[src/rtl/prog_loader.sv]
// Instruction-memory loader: assembles a length-prefixed big-endian byte stream into 16-bit words.
// Optional trailing XOR checksum byte is enabled by defining LOADER_CHECKSUM_EN.
module prog_loader #(
  parameter int unsigned ADDR_W    = 8,
  parameter int unsigned BASE_ADDR = 0,
  parameter int unsigned MAX_WORDS = 256
) (
  input  logic              clk,
  input  logic              rst,
  input  logic              start,
  input  logic [7:0]        byte_in,
  input  logic              byte_valid,
  output logic              byte_ready,
  output logic [ADDR_W-1:0] mem_addr,
  output logic [15:0]       mem_wdata,
  output logic              mem_we,
  output logic              core_en,
  output logic              busy,
  output logic              done,
  output logic              err,
  output logic [ADDR_W:0]   word_count
);

`ifdef LOADER_CHECKSUM_EN
  typedef enum logic [3:0] {
    StIdle, StLenHi, StLenLo, StDataHi, StDataLo, StWrite, StChk, StDone, StErr
  } state_e;
  localparam state_e StEnd = StChk;
`else
  typedef enum logic [3:0] {
    StIdle, StLenHi, StLenLo, StDataHi, StDataLo, StWrite, StDone, StErr
  } state_e;
  localparam state_e StEnd = StDone;
`endif

  state_e            state_q, state_d;
  logic [15:0]       len_q;
  logic [15:0]       len_next;
  logic [7:0]        hi_q;
  logic [ADDR_W-1:0] addr_q;
  logic [ADDR_W:0]   count_q;
  logic [ADDR_W-1:0] mem_addr_q;
  logic [15:0]       mem_wdata_q;
  logic              core_en_q, done_q, err_q;
  logic              accept;
  logic              last_word;
`ifdef LOADER_CHECKSUM_EN
  logic [7:0]        xor_q;
`endif

  assign accept    = byte_valid && byte_ready;
  assign len_next  = {len_q[15:8], byte_in};
  assign last_word = (32'(count_q) + 32'd1) == 32'(len_q);

  always_comb begin
    state_d    = state_q;
    byte_ready = 1'b0;
    busy       = 1'b1;
    mem_we     = 1'b0;
    unique case (state_q)
      StIdle: begin
        busy = 1'b0;
        if (start) state_d = StLenHi;
      end
      StLenHi: begin
        byte_ready = 1'b1;
        if (accept) state_d = StLenLo;
      end
      StLenLo: begin
        byte_ready = 1'b1;
        if (accept) begin
          if (32'(len_next) > MAX_WORDS) state_d = StErr;
          else if (len_next == 16'd0)    state_d = StEnd;
          else                           state_d = StDataHi;
        end
      end
      StDataHi: begin
        byte_ready = 1'b1;
        if (accept) state_d = StDataLo;
      end
      StDataLo: begin
        byte_ready = 1'b1;
        if (accept) state_d = StWrite;
      end
      StWrite: begin
        mem_we  = 1'b1;
        state_d = last_word ? StEnd : StDataHi;
      end
`ifdef LOADER_CHECKSUM_EN
      StChk: begin
        byte_ready = 1'b1;
        if (accept) state_d = (byte_in == xor_q) ? StDone : StErr;
      end
`endif
      StDone, StErr: begin
        busy    = 1'b0;
        state_d = StIdle;
      end
      default: state_d = StIdle;
    endcase
  end

  always_ff @(posedge clk) begin
    if (rst) begin
      state_q     <= StIdle;
      len_q       <= '0;
      hi_q        <= '0;
      addr_q      <= '0;
      count_q     <= '0;
      mem_addr_q  <= '0;
      mem_wdata_q <= '0;
      core_en_q   <= 1'b0;
      done_q      <= 1'b0;
      err_q       <= 1'b0;
`ifdef LOADER_CHECKSUM_EN
      xor_q       <= '0;
`endif
    end else begin
      state_q <= state_d;
      if (state_q == StIdle && start) begin
        addr_q    <= ADDR_W'(BASE_ADDR);
        count_q   <= '0;
        core_en_q <= 1'b0;
        done_q    <= 1'b0;
        err_q     <= 1'b0;
`ifdef LOADER_CHECKSUM_EN
        xor_q     <= '0;
`endif
      end
      if (state_q == StLenHi && accept) len_q[15:8] <= byte_in;
      if (state_q == StLenLo && accept) len_q[7:0] <= byte_in;
      if (state_q == StDataHi && accept) hi_q <= byte_in;
      // Output registers only change on a word, so they hold between writes.
      if (state_q == StDataLo && accept) begin
        mem_wdata_q <= {hi_q, byte_in};
        mem_addr_q  <= addr_q;
      end
      if (state_q == StWrite) begin
        addr_q  <= addr_q + 1'b1;
        count_q <= count_q + 1'b1;
      end
`ifdef LOADER_CHECKSUM_EN
      if (accept && state_q != StChk) xor_q <= xor_q ^ byte_in;
`endif
      if (state_d == StDone) begin
        done_q    <= 1'b1;
        core_en_q <= 1'b1;
      end
      if (state_d == StErr) begin
        err_q     <= 1'b1;
        core_en_q <= 1'b0;
      end
    end
  end

  assign mem_addr   = mem_addr_q;
  assign mem_wdata  = mem_wdata_q;
  assign core_en    = core_en_q;
  assign done       = done_q;
  assign err        = err_q;
  assign word_count = count_q;

endmodule

[config.mk]
export PLATFORM = sky130hd
export DESIGN_NAME = prog_loader
export DESIGN_NICKNAME = d
export VERILOG_FILES = /design/src/rtl/prog_loader.sv
export SDC_FILE = /design/constraint.sdc
export NUM_CORES = 1
export LEC_CHECK = 0
export ABC_AREA = 1
export CORE_ASPECT_RATIO = 1.1
export CORE_UTILIZATION = 30
export CTS_BUF_LIST = sky130_fd_sc_hd__clkbuf_4
export DETAILED_ROUTE_END_ITERATION = 10
export GPL_TIMING_DRIVEN = 0
export PLACE_DENSITY = 0.55
export SLEW_MARGIN = 10
export SYNTH_ARGS = -nofsm -noshare
export SYNTH_HDL_FRONTEND = slang
export SYNTH_SLANG_ARGS = --single-unit
[constraint.sdc]
create_clock -name clk -period 3.5 [get_ports clk]
set_input_delay 0.35 -clock clk [delete_from_list [all_inputs] [get_ports clk]]
set_output_delay 0.35 -clock clk [all_outputs]
set_load 0.005 [all_outputs]
---- Yosys cells after proc, flatten, opt, wreduce, memory -nomap -nowiden ----
Cells that the tools add are included.
storage, ports and cells
  memory bits (writable) .................. 0
  memories kept ........................... 0
  ROM bits ................................ 0
  input bits .............................. 12
  latch bits .............................. 0
  output and inout bits ................... 39
  flip-flop bits (word level) ............. 72
  word-level logic and storage cells ...... 58
cells by class
  div/mod/pow operators ................... 0
  magnitude comparators ................... 1
  $add $sub $neg .......................... 3
  multipliers ............................. 0
  shift-type cells ........................ 0
  eq/ne operators ......................... 10
  reduce and logical (&&, ||, !) cells .... 14
  bitwise gates (word level) .............. 0
  multiplexer cells ....................... 19
operators by type and width
  operator                                                                number
  4-bit by 3-bit == test with 1-bit output (second input constant)        6
  4-bit case mux with 6 select lines                                      1
  4-bit two-way mux                                                       5
  9-bit two-way mux                                                       2
  10-bit by 16-bit == test with 1-bit output                              1
  16-bit by 9-bit > comparator with 1-bit output (second input constant)  1
  16-bit zero test                                                        1
  8-bit two-way mux                                                       2
  9-bit by 1-bit adder with 10-bit output (second input constant)         1
  9-bit by 1-bit adder with 9-bit output (second input constant)          1
  3-bit two-way mux                                                       3
  8-bit by 1-bit adder with 8-bit output (second input constant)          1
  4-bit by 2-bit == test with 1-bit output (second input constant)        2
  1-bit logical AND                                                       6
  1-bit two-way mux                                                       6
  2-bit nonzero test                                                      3
  4-bit by 1-bit == test with 1-bit output (second input constant)        1
  4-bit zero test                                                         1
  4-bit OR reduction                                                      1
  3-bit OR reduction                                                      1
  2-bit OR reduction                                                      1

---- Depth between registers and ports, before layout ----
  depth in word-level cells ............... 8
  gate-level depth with buffers ........... 15
  depth with buffers taken out ............ 15

---- Worst setup path after synthesis ----
Ideal clock, no wire load.
  path type ............................... reg-to-reg
  start point ............................. register count_q[0] (netlist: word_count[0])
  end point ............................... register core_en_q (netlist: core_en)
  stages on the path, launching flop included .. 15
  setup slack ............................. 1.802 ns
  arrival time ............................ 1.580 ns
  buffers on the path ..................... 0
  setup time .............................. 0.117 ns
  clock period less this slack ............ 1.698 ns
  data required time ...................... 3.383 ns
  path through ............................ dfxtp_1 -> ha_1 -> nand3_2 -> inv_1 -> nand2_1 -> nand2_2 -> nand2_1 -> nand2_1 -> nand2_1 -> nor2_1 -> nand4_1 -> nand2_2 -> nand3_2 -> nand2_1 -> nor2_1
on the way
  word-level cells in the longest chain between the ends .. 6
ends and longest elaborated chain
  item                                                                line      source
  from (decl)                                                         41        logic [ADDR_W:0] count_q;
  from (signal assigned)                                              140       count_q <= count_q + 1'b1;
  9-bit by 1-bit adder with 10-bit output *                           53        assign last_word = (32'(count_q) + 32'd1) == 32'(len_q);
  10-bit by 16-bit == test with 1-bit output *                        53
  3-bit two-way mux *                                                 87        state_d = last_word ? StEnd : StDataHi;
  4-bit case mux with 6 select lines *                                60        unique case (state_q)
  4-bit by 3-bit == test with 1-bit output, on equally long branches  145, 149
  1-bit two-way mux (tied with other cells)                           145       if (state_d == StDone) begin
  to (signal assigned)                                                112       core_en_q <= 1'b0;
  to (signal assigned)                                                147       core_en_q <= 1'b1;
  to (signal assigned)                                                151       core_en_q <= 1'b0;
  to (decl)                                                           44        logic core_en_q, done_q, err_q;
Mark *: on every way between the ends. The rest lies on a longest branch, timed or not.
A chain may end at the register's enable or synchronous reset.

---- Final worst setup path ----
  start point ............................. register state_q[2]
  end point ............................... output port mem_we
on the way
  word-level cells in the longest chain between the ends .. 2
ends and longest elaborated chain
  item                                      line  source
  from (decl)                               36    state_e state_q, state_d;
  from (signal assigned)                    105   state_q <= StIdle;
  from (signal assigned)                    119   state_q <= state_d;
  4-bit by 3-bit == test with 1-bit output  60
  1-bit two-way mux                         60
  to (decl)                                 16    output logic mem_we,
Every way passes these cells.

==> metrics.txt <==
vias in the first global route 2921; postcts setup bufs 0; Synthesis Warnings 0; Synth cell types 35; Die X between 100 and 150 µm; top cell type's share of synthesized area 43.7%; # resized after CTS 0; Core Region approximately 11000 µm²; full die area 11400 µm²; port buffer count 50; CP startpoint kind register; R2R setup slack 1440 ps; Worst VDD drop 157 µV; HPWL after DPL 6500 µm; wire length per cell between 10 and 15 µm; layout cell share with drive strength beyond 1 8.61%; flops & latches, synth 72; Synth area leader dfxtp_1; Worst-Margin Slew 570 ps; I/O pin count 51; critical-path cell list inv_1 -> nor2_1 -> inv_1 -> nor2_1 -> inv_1 -> nor2_1 -> buf_2 -> buf_2 -> clkdlybuf4s50_1; routed vias/inst ~4.7; Final period util 77.3%; unrepaired setup endpoints after global routing false; Leak approximately 1.5 nW; Max Freq 370 MHz; CTS sink cnt 72; kind of cell adding the most delay to the critical path buffers and inverters; Synth async-reset ratio 0%; Layout Nets 543; min-delay worst type reg2reg; clock period minus worst slack 2700 ps; CP bufs+invs 6; MaxCap Viol Count 0; ys flop type dfxtp_1; syn avg cell area 7.04 µm²; Die Y approximately 110 µm; status complete, no violations; synth top area cells dfxtp_1, nand2_1, a21oi_1, inv_1, o21ai_0; first-pass GRT wire length 14100 µm; number of routed nets with antenna violations 0; Initial Util 31.3%; hold slack final 452 ps; Iter 0 DRT Violations 112; area of the mapped netlist approximately 3300 µm²; DR pass1 iterations 4; Max stage delay on crit path 540 ps; Worst Setup End Kind output port; count of final max-slew check failures 0; CP max FO 10; gr usage total between 15 and 20%; CTS tree done; Area Overhead vs Synth 26.3%; Setup-failing EPs final 0; routed vias 3161; kind of critical path reg2out; global route overflow 0; Max Buffers Root-to-Sink 2; Slew HR between 60 and 70%; WL final 8740 µm; Worst EP arrival 2350 ps; Num CTS Buffers 9; worst path required time 3150 ps; Hold Buf Count CTS 0; largest net degree at the start of global routing 14; Seq/Total Area, Yosys 43.7%; fin util about two fifths; Fillers roughly 1200; GPL Wtd Cong approximately 0.85; Final Hold Vio Count 0; number of flops mapped to enable cells by yosys 0; CTS H-tree depth 3; Worst-Skew Late Latency 430 ps; FP Rows 39; clock root buffer clkbuf_4; setup TNS 0 ps; Residual DRC 0; Power Dens Cells between 300 and 400 nW/µm²; count of mapped cells out of synthesis 468; clock skew 15.3 ps; Crit-path slowest cell clkdlybuf4s50_1; initial antenna violation count 1; Synth Net Count about 480; CTS clk-pin slew, worst paths 120 ps
==> tightest hold or removal path: stages, from the launching register on <==
cell	delay, ps
dfxtp_1	330
inv_1	40
a21oi_1	50
==> synthesized netlist by cell type, types with 2 or more instances <==
cell / number
inv_1: 69
nand2_2: 5
a31oi_1: 2
nand2_4: 2
a21boi_0: 2
a21oi_1: 66
dfxtp_1: 72
nand3_2: 3
o21ai_1: 3
a211oi_1: 2
nor2_2: 5
a21oi_2: 3
nand3_1: 36
buf_2: 5
nor2_4: 2
ha_1: 2
nor2_1: 26
clkbuf_1: 11
nor3_1: 5
nand2_1: 92
o21ai_0: 41
==> through the flow <==
| stage | total power [mW] | cells | setup WS [ps] | instance area (µm²) |
|---|---|---|---|---|
| after floorplan | 0.876 | 468 | 1800 | 3300 |
| after global placement | 0.915 | 661 | 1260 | 3980 |
| after detailed placement | 0.916 | 661 | 1260 | 3980 |
| after CTS | 1.61 | 677 | 746 | 4160 |
| after global routing | 1.64 | 678 | 527 | 4160 |
| final | 1.58 | 678 | 796 | 4160 |
==> cell families (layout without fill, tap and decap cells) <==
kind of cell | Yosys count | in the layout | share of synthesized area, %
DFF | 72 | 72 | 43.7
AOI/OAI and AO/OA | 124 | 124 | 20.0
buffers and inverters | 88 | 154 | 10.4
and+or+nand+nor | 181 | 181 | 25.0
adders and majority gates | 2 | 2 | 0.759
other | 1 | 2 | 0.114
==> registers in the layout (all words and copies together), names as in the netlist <==
name	flops
mem_addr	8
done	1
word_count	9
addr_q	8
err	1
hi_q	8
mem_wdata	16
core_en	1
state_q	4
len_q	16
==> power breakdown <==
part / switching (mW) / internal, mW / total (mW)
registers: 0.00113 / 0.821 / 0.822
logic: 0.0482 / 0.0263 / 0.0745
clock network: 0.324 / 0.364 / 0.688
total: 0.374 / 1.21 / 1.58
==> path summary, 6_finish.rpt <==
path            startpoint     endpoint  depth (start not counted)
min            mem_addr[7]  mem_addr[7]                          2
max             state_q[2]       mem_we                          9
min reg2reg    mem_addr[7]  mem_addr[7]                          2
max reg2reg  word_count[0]         done                         11
==> metal layers <==
metal  share of wire [%]  track usage, %
met5                   0               0
met4                 1.5            7.52
met3                 3.4            3.33
met2                  45            24.6
met1                  50            22.2
==> final cells by class <==
class	count	area (µm²)	share of cell area, %
Antenna cell	1	2.50	0.0601
Buffer	18	81.3	1.95
Clock buffer	9	67.6	1.62
Clock inverter	7	118	2.83
Inverter	70	263	6.31
Multi-Input combinational cell	308	1510	36.3
Sequential cell	72	1440	34.6
Tap cell	143	179	4.30
Timing Repair Buffer	50	500	12.0
==> cell usage in the layout (no fill, tap or decap), types with 2 or more instances in the layout <==
cell type / netlist / routed
nand2_2: 5 / 5
buf_2: 5 / 5
clkbuf_1: 11 / 11
clkinv_2: 0 / 2
a211oi_1: 2 / 2
nor2_1: 26 / 26
a21oi_2: 3 / 3
inv_1: 69 / 69
o21ai_0: 41 / 41
nand3_2: 3 / 3
bufinv_16: 0 / 3
nand2_4: 2 / 2
nor2_2: 5 / 5
o21ai_1: 3 / 3
nor3_1: 5 / 5
a21oi_1: 66 / 66
inv_6: 0 / 2
clkbuf_4: 0 / 9
clkdlybuf4s50_1: 0 / 50
nor2_4: 2 / 2
nand3_1: 36 / 36
nand2_1: 92 / 92
a21boi_0: 2 / 2
dfxtp_1: 72 / 72
ha_1: 2 / 2
a31oi_1: 2 / 2
Note: power is estimated with default switching activity, not from simulation.
